**config.mk**
```make
export PLATFORM = sky130hd
export DESIGN_NAME = program_loader_flat
export DESIGN_NICKNAME = d
export VERILOG_FILES = /design/src/rtl/program_loader_if.sv /design/src/rtl/program_loader.sv /design/src/flat_wrapper.sv
export SDC_FILE = /design/constraint.sdc
export NUM_CORES = 1
export LEC_CHECK = 0
export ABC_AREA = 0
export CORE_MARGIN = 8
export CORE_UTILIZATION = 45
export DETAILED_ROUTE_END_ITERATION = 10
export PLACE_DENSITY = 0.66
export SLEW_MARGIN = 20
export SYNTH_ARGS = -nofsm -noshare
export SYNTH_HDL_FRONTEND = slang
export SYNTH_SLANG_ARGS = --single-unit
```
**constraint.sdc**
```tcl
create_clock -name clock -period 2.14 [get_ports clock]
set_input_delay 0.321 -clock clock [delete_from_list [all_inputs] [get_ports clock]]
set_output_delay 0.321 -clock clock [all_outputs]
set_load 0.005 [all_outputs]
```
**src/rtl/program_loader_if.sv**
```systemverilog
`default_nettype none
// ============================================================================
// Module      : program_loader_if
// Description : Byte-stream input and instruction-memory write bus of the loader.
// Revision    : 1.0 - initial release
// ============================================================================
interface program_loader_if #(
    parameter int ADDR_W = 5,
    parameter int DATA_W = 16
);
    logic [7:0]        in_data;
    logic              in_valid;
    logic              in_ready;
    logic [ADDR_W-1:0] im_addr;
    logic [DATA_W-1:0] im_data;
    logic              im_wr;

    // The loader consumes the stream and drives the memory write port.
    modport slave (
        input  in_data,
        input  in_valid,
        output in_ready,
        output im_addr,
        output im_data,
        output im_wr
    );

    modport master (
        output in_data,
        output in_valid,
        input  in_ready,
        input  im_addr,
        input  im_data,
        input  im_wr
    );
endinterface
`default_nettype wire

```
**src/rtl/program_loader.sv**
```systemverilog
`default_nettype none
// ============================================================================
// Module      : program_loader
// Description : Frames a byte stream into 16-bit words and writes them into
//               instruction memory, holding the CPU in reset while loading.
// Revision    : 1.0 - initial release
// ============================================================================
module program_loader #(
    parameter int ADDR_W = 5,
    parameter int DEPTH  = 32,
    parameter int DATA_W = 16
) (
    input  wire logic        clock,
    input  wire logic        reset,
    input  wire logic        start,
    program_loader_if.slave  bus,
    output logic             cpu_hold,
    output logic             done,
    output logic             error,
    output logic [5:0]       words_loaded
);

    typedef enum logic [2:0] {
        S_IDLE  = 3'd0,
        S_COUNT = 3'd1,
        S_HI    = 3'd2,
        S_LO    = 3'd3,
        S_WRITE = 3'd4,
        S_CSUM  = 3'd5,
        S_DONE  = 3'd6,
        S_ERR   = 3'd7
    } state_t;

    localparam logic [7:0]        c_DEPTH_BYTE = 8'(DEPTH);
    localparam logic [ADDR_W-1:0] c_ADDR_ONE   = ADDR_W'(1);
    localparam logic [5:0]        c_WORD_ONE   = 6'd1;

    state_t              r_state;
    state_t              w_state_nxt;
    logic [ADDR_W-1:0]   r_addr;
    logic [ADDR_W-1:0]   w_addr_nxt;
    logic [DATA_W-1:0]   r_data;
    logic [DATA_W-1:0]   w_data_nxt;
    logic [7:0]          r_high;
    logic [7:0]          w_high_nxt;
    logic [7:0]          r_csum;
    logic [7:0]          w_csum_nxt;
    logic [5:0]          r_count;
    logic [5:0]          w_count_nxt;
    logic [5:0]          r_words;
    logic [5:0]          w_words_nxt;
    logic                r_hold;
    logic                w_hold_nxt;
    logic                r_done;
    logic                w_done_nxt;
    logic                r_error;
    logic                w_error_nxt;

    logic                w_ready;
    logic                w_xfer;
    logic [5:0]          w_words_inc;

    assign w_ready     = (r_state == S_COUNT) || (r_state == S_HI) ||
                         (r_state == S_LO)    || (r_state == S_CSUM);
    assign w_xfer      = w_ready && bus.in_valid;
    assign w_words_inc = r_words + c_WORD_ONE;

    always_ff @(posedge clock) begin
        if (reset) begin
            r_state <= S_IDLE;
            r_addr  <= '0;
            r_data  <= '0;
            r_high  <= '0;
            r_csum  <= '0;
            r_count <= '0;
            r_words <= '0;
            r_hold  <= 1'b0;
            r_done  <= 1'b0;
            r_error <= 1'b0;
        end else begin
            r_state <= w_state_nxt;
            r_addr  <= w_addr_nxt;
            r_data  <= w_data_nxt;
            r_high  <= w_high_nxt;
            r_csum  <= w_csum_nxt;
            r_count <= w_count_nxt;
            r_words <= w_words_nxt;
            r_hold  <= w_hold_nxt;
            r_done  <= w_done_nxt;
            r_error <= w_error_nxt;
        end
    end

    always_comb begin
        w_state_nxt = r_state;
        w_addr_nxt  = r_addr;
        w_data_nxt  = r_data;
        w_high_nxt  = r_high;
        w_csum_nxt  = r_csum;
        w_count_nxt = r_count;
        w_words_nxt = r_words;
        w_hold_nxt  = r_hold;
        w_done_nxt  = r_done;
        w_error_nxt = r_error;

        unique case (r_state)
            // A finished or failed load restarts exactly like a fresh one.
            S_IDLE, S_DONE, S_ERR: begin
                if (start) begin
                    w_state_nxt = S_COUNT;
                    w_hold_nxt  = 1'b1;
                    w_done_nxt  = 1'b0;
                    w_error_nxt = 1'b0;
                    w_words_nxt = '0;
                    w_csum_nxt  = '0;
                    w_addr_nxt  = '0;
                end
            end
            S_COUNT: begin
                if (w_xfer) begin
                    w_count_nxt = bus.in_data[5:0];
                    if ((bus.in_data == 8'd0) || (bus.in_data > c_DEPTH_BYTE)) begin
                        w_state_nxt = S_ERR;
                        w_error_nxt = 1'b1;
                    end else begin
                        w_state_nxt = S_HI;
                    end
                end
            end
            S_HI: begin
                if (w_xfer) begin
                    w_high_nxt  = bus.in_data;
                    w_csum_nxt  = r_csum ^ bus.in_data;
                    w_state_nxt = S_LO;
                end
            end
            S_LO: begin
                if (w_xfer) begin
                    w_data_nxt  = {r_high, bus.in_data};
                    w_csum_nxt  = r_csum ^ bus.in_data;
                    w_state_nxt = S_WRITE;
                end
            end
            // Address only advances when another word follows, so it never wraps.
            S_WRITE: begin
                w_words_nxt = w_words_inc;
                if (w_words_inc == r_count) begin
                    w_state_nxt = S_CSUM;
                end else begin
                    w_addr_nxt  = r_addr + c_ADDR_ONE;
                    w_state_nxt = S_HI;
                end
            end
            S_CSUM: begin
                if (w_xfer) begin
                    if (bus.in_data == r_csum) begin
                        w_state_nxt = S_DONE;
                        w_done_nxt  = 1'b1;
                        w_hold_nxt  = 1'b0;
                    end else begin
                        w_state_nxt = S_ERR;
                        w_error_nxt = 1'b1;
                    end
                end
            end
            default: begin
                w_state_nxt = S_IDLE;
            end
        endcase
    end

    assign bus.in_ready = w_ready;
    assign bus.im_addr  = r_addr;
    assign bus.im_data  = r_data;
    assign bus.im_wr    = (r_state == S_WRITE);
    assign cpu_hold     = r_hold;
    assign done         = r_done;
    assign error        = r_error;
    assign words_loaded = r_words;

endmodule
`default_nettype wire

```
**src/flat_wrapper.sv**
```systemverilog
// flat-port wrapper written by rule: the top's interface ports become plain ports
module program_loader_flat 
#(
    parameter int ADDR_W = 5,
    parameter int DEPTH  = 32,
    parameter int DATA_W = 16
)
  (clock, reset, start, cpu_hold, done, error, words_loaded, bus_in_data, bus_in_valid, bus_in_ready, bus_im_addr, bus_im_data, bus_im_wr);
  program_loader_if #(.ADDR_W(ADDR_W), .DATA_W(DATA_W)) bus_i ();
  input  wire logic clock;
  input  wire logic reset;
  input  wire logic start;
  output logic cpu_hold;
  output logic done;
  output logic error;
  output logic [5:0] words_loaded;
  input wire logic [$bits(bus_i.in_data)-1:0] bus_in_data;
  input wire logic [$bits(bus_i.in_valid)-1:0] bus_in_valid;
  output wire logic [$bits(bus_i.in_ready)-1:0] bus_in_ready;
  output wire logic [$bits(bus_i.im_addr)-1:0] bus_im_addr;
  output wire logic [$bits(bus_i.im_data)-1:0] bus_im_data;
  output wire logic [$bits(bus_i.im_wr)-1:0] bus_im_wr;
  assign bus_i.in_data = bus_in_data;
  assign bus_i.in_valid = bus_in_valid;
  assign bus_in_ready = bus_i.in_ready;
  assign bus_im_addr = bus_i.im_addr;
  assign bus_im_data = bus_i.im_data;
  assign bus_im_wr = bus_i.im_wr;
  program_loader #(.ADDR_W(ADDR_W), .DEPTH(DEPTH), .DATA_W(DATA_W)) u_core (.clock(clock), .reset(reset), .start(start), .bus(bus_i), .cpu_hold(cpu_hold), .done(done), .error(error), .words_loaded(words_loaded));
endmodule
```
Yosys cells after proc, flatten, opt, wreduce, memory -nomap -nowiden:

Cells that the tools add are included.

* bits in registers: 55
* input port bits: 12
* output and inout bits: 32
* logic and storage cells: 85

* add/subtract/negate cells: 2
* order comparisons: 1
* eq/ne operators: 19
* muxes and demuxes: 30
* bitwise operators: 1
* reduce and logical (&&, ||, !) cells: 22

Operators by type and width (count)
* $mux 3: 7
* $pmux 3 s6: 1
* $mux 8: 2
* $pmux 8 s2: 1
* $eq 3x3->1 const B: 4
* $pmux 6 s2: 1
* $mux 1: 11
* $mux 5: 2
* $ne 2x1->1 const B: 5
* $ne 2x2->1 const B: 5
* $pmux 5 s2: 1
* $eq 8x8->1: 1
* $gt 8x6->1 const B: 1
* $logic_not 8->1: 1
* $reduce_and 2->1: 4
* $xor 8x8->8: 1
* $add 6x1->6 const B: 1
* $eq 3x2->1 const B: 2
* $eq 6x6->1: 1
* $mux 6: 1
* $reduce_and 3->1: 2
* $reduce_and 6->1: 1
* $reduce_bool 2->1: 3
* $add 5x1->5 const B: 1
* 11 further kinds: 15

Logic depth before layout (Yosys ltp):

* depth after elaboration: 7
* depth in mapped cells: 7

Worst setup path after synthesis:

No wires, ideal clock.

* kind: reg2reg
* start: reg u_core.r_words[0] (netlist: u_core.words_loaded[0])
* end: reg u_core.r_addr[2] (netlist: u_core.bus.im_addr[2])
* arrival: 1822 ps
* data required time: 2025 ps
* path slack: 203 ps
* stages on the path, launching flop included: 8
* buffers on the path: 0
* clock period less this slack: 1937 ps
* path through: dfxtp_1 > ha_1 > and3b_1 > or3_1 > a31o_2 > a31oi_4 > a21boi_0 > o21a_1

* longest elaborated chain between the ends: 4

RTL lines
* start, declared: line program_loader.sv:50 `logic [5:0] r_words;`
* start signal, assigned: line program_loader.sv:87 `r_words <= w_words_nxt;`
* $add 6x1->6: line program_loader.sv:66 `assign w_words_inc = r_words + c_WORD_ONE;`
* $eq 6x6->1: line program_loader.sv:147 `if (w_words_inc == r_count) begin`
* $ne 2x2->1 (no source line)
* $reduce_and 3->1 (no source line)
* end signal, assigned: line program_loader.sv:82 `r_addr <= w_addr_nxt;`
* end, declared: line program_loader.sv:40 `logic [ADDR_W-1:0] r_addr;`

Every way passes these cells.
A chain may end at the register's enable or synchronous reset.

Worst setup path in the final report:

* start: reg u_core.r_words[1] (netlist: u_core.words_loaded[1])
* end: reg u_core.r_addr[2] (netlist: u_core.bus.im_addr[2])

The elaborated chain is that of the path after synthesis.

==> out/summary.txt <==
RUN STATUS
------------------------------------------------------------------------------------
Result of the run                                                       finished clean

SETUP PATH
------------------------------------------------------------------------------------
Kind of start point of the critical path                                        flop
CP max FO                                                                          6
Critical path's largest stage delay                                          0.36 ns
Highest-delay cell along the critical path                              sky130_fd_sc_hd__dfxtp_1
Data required time of the worst path                                         2.37 ns
Ordered cell list for the critical path                                 ha_1 > and3b_1 > or3_1 > a31o_2 > a31oi_4 > a21boi_0 > o21a_1
Classification of the worst setup path                                    reg -> reg
Crit path DAT                                                                2.24 ns
CP delay by family, top                                                 compound AO/OA/AOI/OAI gates
Buf/Inv on CP                                                                      0
Crit end category                                                               flop

FINAL LAYOUT
------------------------------------------------------------------------------------
Filler Cell Count                                                                567
Final core occ                                                                 58.1%
Non-Filler Cell Area, Final                                                 3360 um2
Area growth from synthesis to layout                                           28.1%
Layout cell share with drive strength beyond 1                                 12.3%
Final #Nets                                                                      396
Layout Cells excl Fill                                                           458
# diodes                                                                           0

LOGIC SYNTHESIS
------------------------------------------------------------------------------------
Number of enable flip-flop cells after synthesis                                   0
Most common flop cell mapped by yosys                                   sky130_fd_sc_hd__dfxtp_1
Top cells by area in the synthesized netlist                            sky130_fd_sc_hd__dfxtp_1 42%, sky130_fd_sc_hd__a21oi_1 8.8%, sky130_fd_sc_hd__nand2_1 8.6%, sky130_fd_sc_hd__nor2_1 4.6%, sky130_fd_sc_hd__xnor2_1 4.3%
Area of the mapped netlist                                                  2620 um2
Syn nets                                                                         338
Post-synthesis instance total                                                    324
Post-synth top area share                                                      42.0%
Part of the Yosys area used for sequential elements                            42.0%
Register bit count reported by yosys                                              55
Unique cell type count in the Yosys netlist                                       45
Count of warnings emitted by yosys                                                 0
Synthesized area per cell                                                   8.09 um2
Cell taking the most area after synthesis                               sky130_fd_sc_hd__dfxtp_1
Proportion of synthesized flip-flops having asynchronous set or reset             0%

DIE
------------------------------------------------------------------------------------
Starting Density                                                               45.4%
Boundary Pins                                                                     44
Floorplan core area                                                         5780 um2
Number of core rows                                                               28
Die Wd                                                                       92.3 um
Die area                                                                    8530 um2
Vertical die dimension                                                       92.3 um

DETAILED ROUTING
------------------------------------------------------------------------------------
Via-per-instance ratio                                                          5.28
Total wire length after detailed routing                                     6480 um
Total vias in the final route                                                   2420
Final ANT Viol Nets                                                                0
First-iteration detailed-routing DRC count                                       167
Routed wirelength normalized by instance count                               14.2 um
Remaining design rule violation count                                              0
Number of detailed-route iterations in the first pass                              4

PLACE
------------------------------------------------------------------------------------
DP Cell Count                                                                    450
Port buffer count                                                                 43
Final RePlAce weighted congestion                                              0.842
DP HPWL                                                                      4770 um
Post-placement cell area                                                    3260 um2
Setup WS pre-CTS                                                           -0.181 ns

CLOCK NETWORK
------------------------------------------------------------------------------------
CTS Buffer Depth                                                                   2
Number of buffers added by the clock tree synthesis step                           5
Post-CTS setup-driven buffer insertion count                                       0
H-tree depth                                                                       2
Number of hold buffers added after cts                                             0
Clock Root Buffer                                                       sky130_fd_sc_hd__clkbuf_8
Reg clk slew, reported paths                                                 0.11 ns
Source-to-sink clock delay at the later pin of the worst-skew pair           0.32 ns
TritonCTS sink count                                                              55
Post-CTS sizing                                                                    0
CTS tree                                                                       built

GRT
------------------------------------------------------------------------------------
Antenna violations before repair                                                   0
Number of global-route vias before repair                                       2259
Pin count of the biggest net entering global routing                              21
Total grt overflow                                                                 0
GRT Total Usage                                                                15.4%
Wire length of the first global-routing pass                                10700 um

PWR
------------------------------------------------------------------------------------
Net switching share of the total power                                         31.3%
Overall power after layout                                                   2.30 mW
Part of the power in the clock network                                         26.9%
Power density over the cells                                              686 nW/um2
Leak                                                                         1.19 nW
Max IR drop VDD                                                             0.456 mV
Net Switching                                                                 720 uW
Sequential group share of total power                                          48.7%
Cell internal pwr                                                            1.58 mW
Part of the total power dissipated in combinational logic                      24.4%

STA
------------------------------------------------------------------------------------
Final worst-path setup slack                                                0.128 ns
Max-slew violation total from the final report                                     0
Min cycle time layout                                                        2.01 ns
Achievable clock frequency                                                 0.497 GHz
Ratio of final minimum period to clock period                                  94.0%
Worst clock skew on the final layout                                      0.00907 ns
Final setup fails                                                                  0
Worst Tran Pin Value                                                        0.381 ns
RSZ-0062 raised after global routing                                              no
Max_slew headroom                                                              74.5%
Final hold vios                                                                    0

JOB
------------------------------------------------------------------------------------
Max-capacitance violation count                                                    0

MIN PATH
------------------------------------------------------------------------------------
Class of the worst hold path                                              reg -> reg

==> state kept, by name, summed over array words and instances, names as in the netlist <==
signal	flops
u_core.r_csum	8
u_core.bus.im_addr	5
u_core.done	1
u_core.error	1
u_core.words_loaded	6
u_core.cpu_hold	1
u_core.bus.im_data	16
u_core.r_state	3
u_core.r_high	8
u_core.r_count	6
==> layout by cell type (no fill, tap or decap), drive strengths merged, types with 4 or more instances in the layout <==
cell type | Yosys | final
nand4 | 4 | 4
o21ai | 18 | 18
clkdlybuf4s50 | 0 | 43
nand3 | 4 | 4
xnor2 | 13 | 13
clkbuf | 13 | 5
nor2 | 32 | 32
nor3 | 4 | 4
o21a | 4 | 4
dfxtp | 55 | 55
buf | 5 | 26
a21oi | 47 | 47
nand2b | 6 | 6
nand3b | 8 | 8
nand2 | 61 | 61
mux2i | 9 | 9
inv | 4 | 5
and2 | 4 | 4
==> worst paths after layout <==
| kind | from | end | slack (ns) | depth (start not counted) |
|---|---|---|---|---|
| worst max-delay path | u_core.words_loaded[1] | u_core.bus.im_addr[2] | 0.13 | 7 |
| worst min-delay path | u_core.bus.im_data[9] | u_core.bus.im_data[9] | 0.46 | 2 |
| worst max register to register | u_core.words_loaded[1] | u_core.bus.im_addr[2] | 0.13 | 7 |
| worst min register to register | u_core.bus.im_data[9] | u_core.bus.im_data[9] | 0.46 | 2 |
==> Yosys cell counts, types with 3 or more instances <==
cell,count
sky130_fd_sc_hd__nand3_1,4
sky130_fd_sc_hd__nand3b_1,8
sky130_fd_sc_hd__dfxtp_1,55
sky130_fd_sc_hd__nand4_1,4
sky130_fd_sc_hd__nand2b_1,6
sky130_fd_sc_hd__and2_1,4
sky130_fd_sc_hd__xnor2_1,13
sky130_fd_sc_hd__inv_1,4
sky130_fd_sc_hd__o21a_1,4
sky130_fd_sc_hd__nand2_1,60
sky130_fd_sc_hd__o21ai_0,18
sky130_fd_sc_hd__or3_1,3
sky130_fd_sc_hd__mux2i_1,9
sky130_fd_sc_hd__nor2_1,32
sky130_fd_sc_hd__a21oi_1,46
sky130_fd_sc_hd__clkbuf_1,12
sky130_fd_sc_hd__buf_2,4
sky130_fd_sc_hd__nor3_1,3
==> kinds of logic after synthesis <==
| kind of cell | after synthesis | share of synthesized area, % |
|---|---|---|
| compound gates | 83 | 18.8 |
| xor+xnor | 15 | 5.01 |
| fa+ha+maj | 2 | 0.954 |
| buf+inv | 22 | 3.67 |
| flops | 55 | 42.0 |
| mux | 9 | 3.44 |
| simple gates | 138 | 26.1 |
==> power by group through the flow <==
stage / combinational [mW] / clock [mW] / sequential [mW]
after floorplan: 0.345 / 0 / 1.14
after global placement: 0.554 / 0 / 1.14
after detailed placement: 0.562 / 0 / 1.14
after CTS: 0.562 / 0.635 / 1.12
after global routing: 0.622 / 0.669 / 1.13
final: 0.562 / 0.620 / 1.12
==> worst register-to-register path, cell delays in order, from the launching register on <==
cell and delay, ns:
sky130_fd_sc_hd__dfxtp_1 0.36, sky130_fd_sc_hd__ha_1 0.25, sky130_fd_sc_hd__and3b_1 0.18, sky130_fd_sc_hd__or3_1 0.33
sky130_fd_sc_hd__a31o_2 0.24, sky130_fd_sc_hd__a31oi_4 0.24, sky130_fd_sc_hd__a21boi_0 0.12, sky130_fd_sc_hd__o21a_1 0.19
==> metal layers <==
metal / share of wire, % / track usage [%] / vias to the layer above
li1: - / - / 1229
met1: 47 / 18.8 / 1141
met2: 47 / 25.7 / 41
met3: 4.1 / 3.96 / 9
met4: 1.3 / 4.83 / 0
met5: 0 / 0 / -
==> final cells by class <==
cell class / count / area (um2) / share of cell area, %
clock buffer: 5 / 68.8 / 2.05
clock inverter: 3 / 27.5 / 0.819
inverter: 4 / 15.0 / 0.447
tap: 75 / 93.8 / 2.79
sequential: 55 / 1100 / 32.8
multi-input combinational: 247 / 1430 / 42.5
timing repair buffer: 69 / 626 / 18.6
==> metrics by stage <==
stage                     hold WS (ns)  TNS, ns
after floorplan                  0.432        0
after global placement           0.444   -0.189
after detailed placement         0.446   -0.368
after CTS                        0.463        0
after global routing             0.480        0
final                            0.461        0
Power figures use the tool's default switching activity.
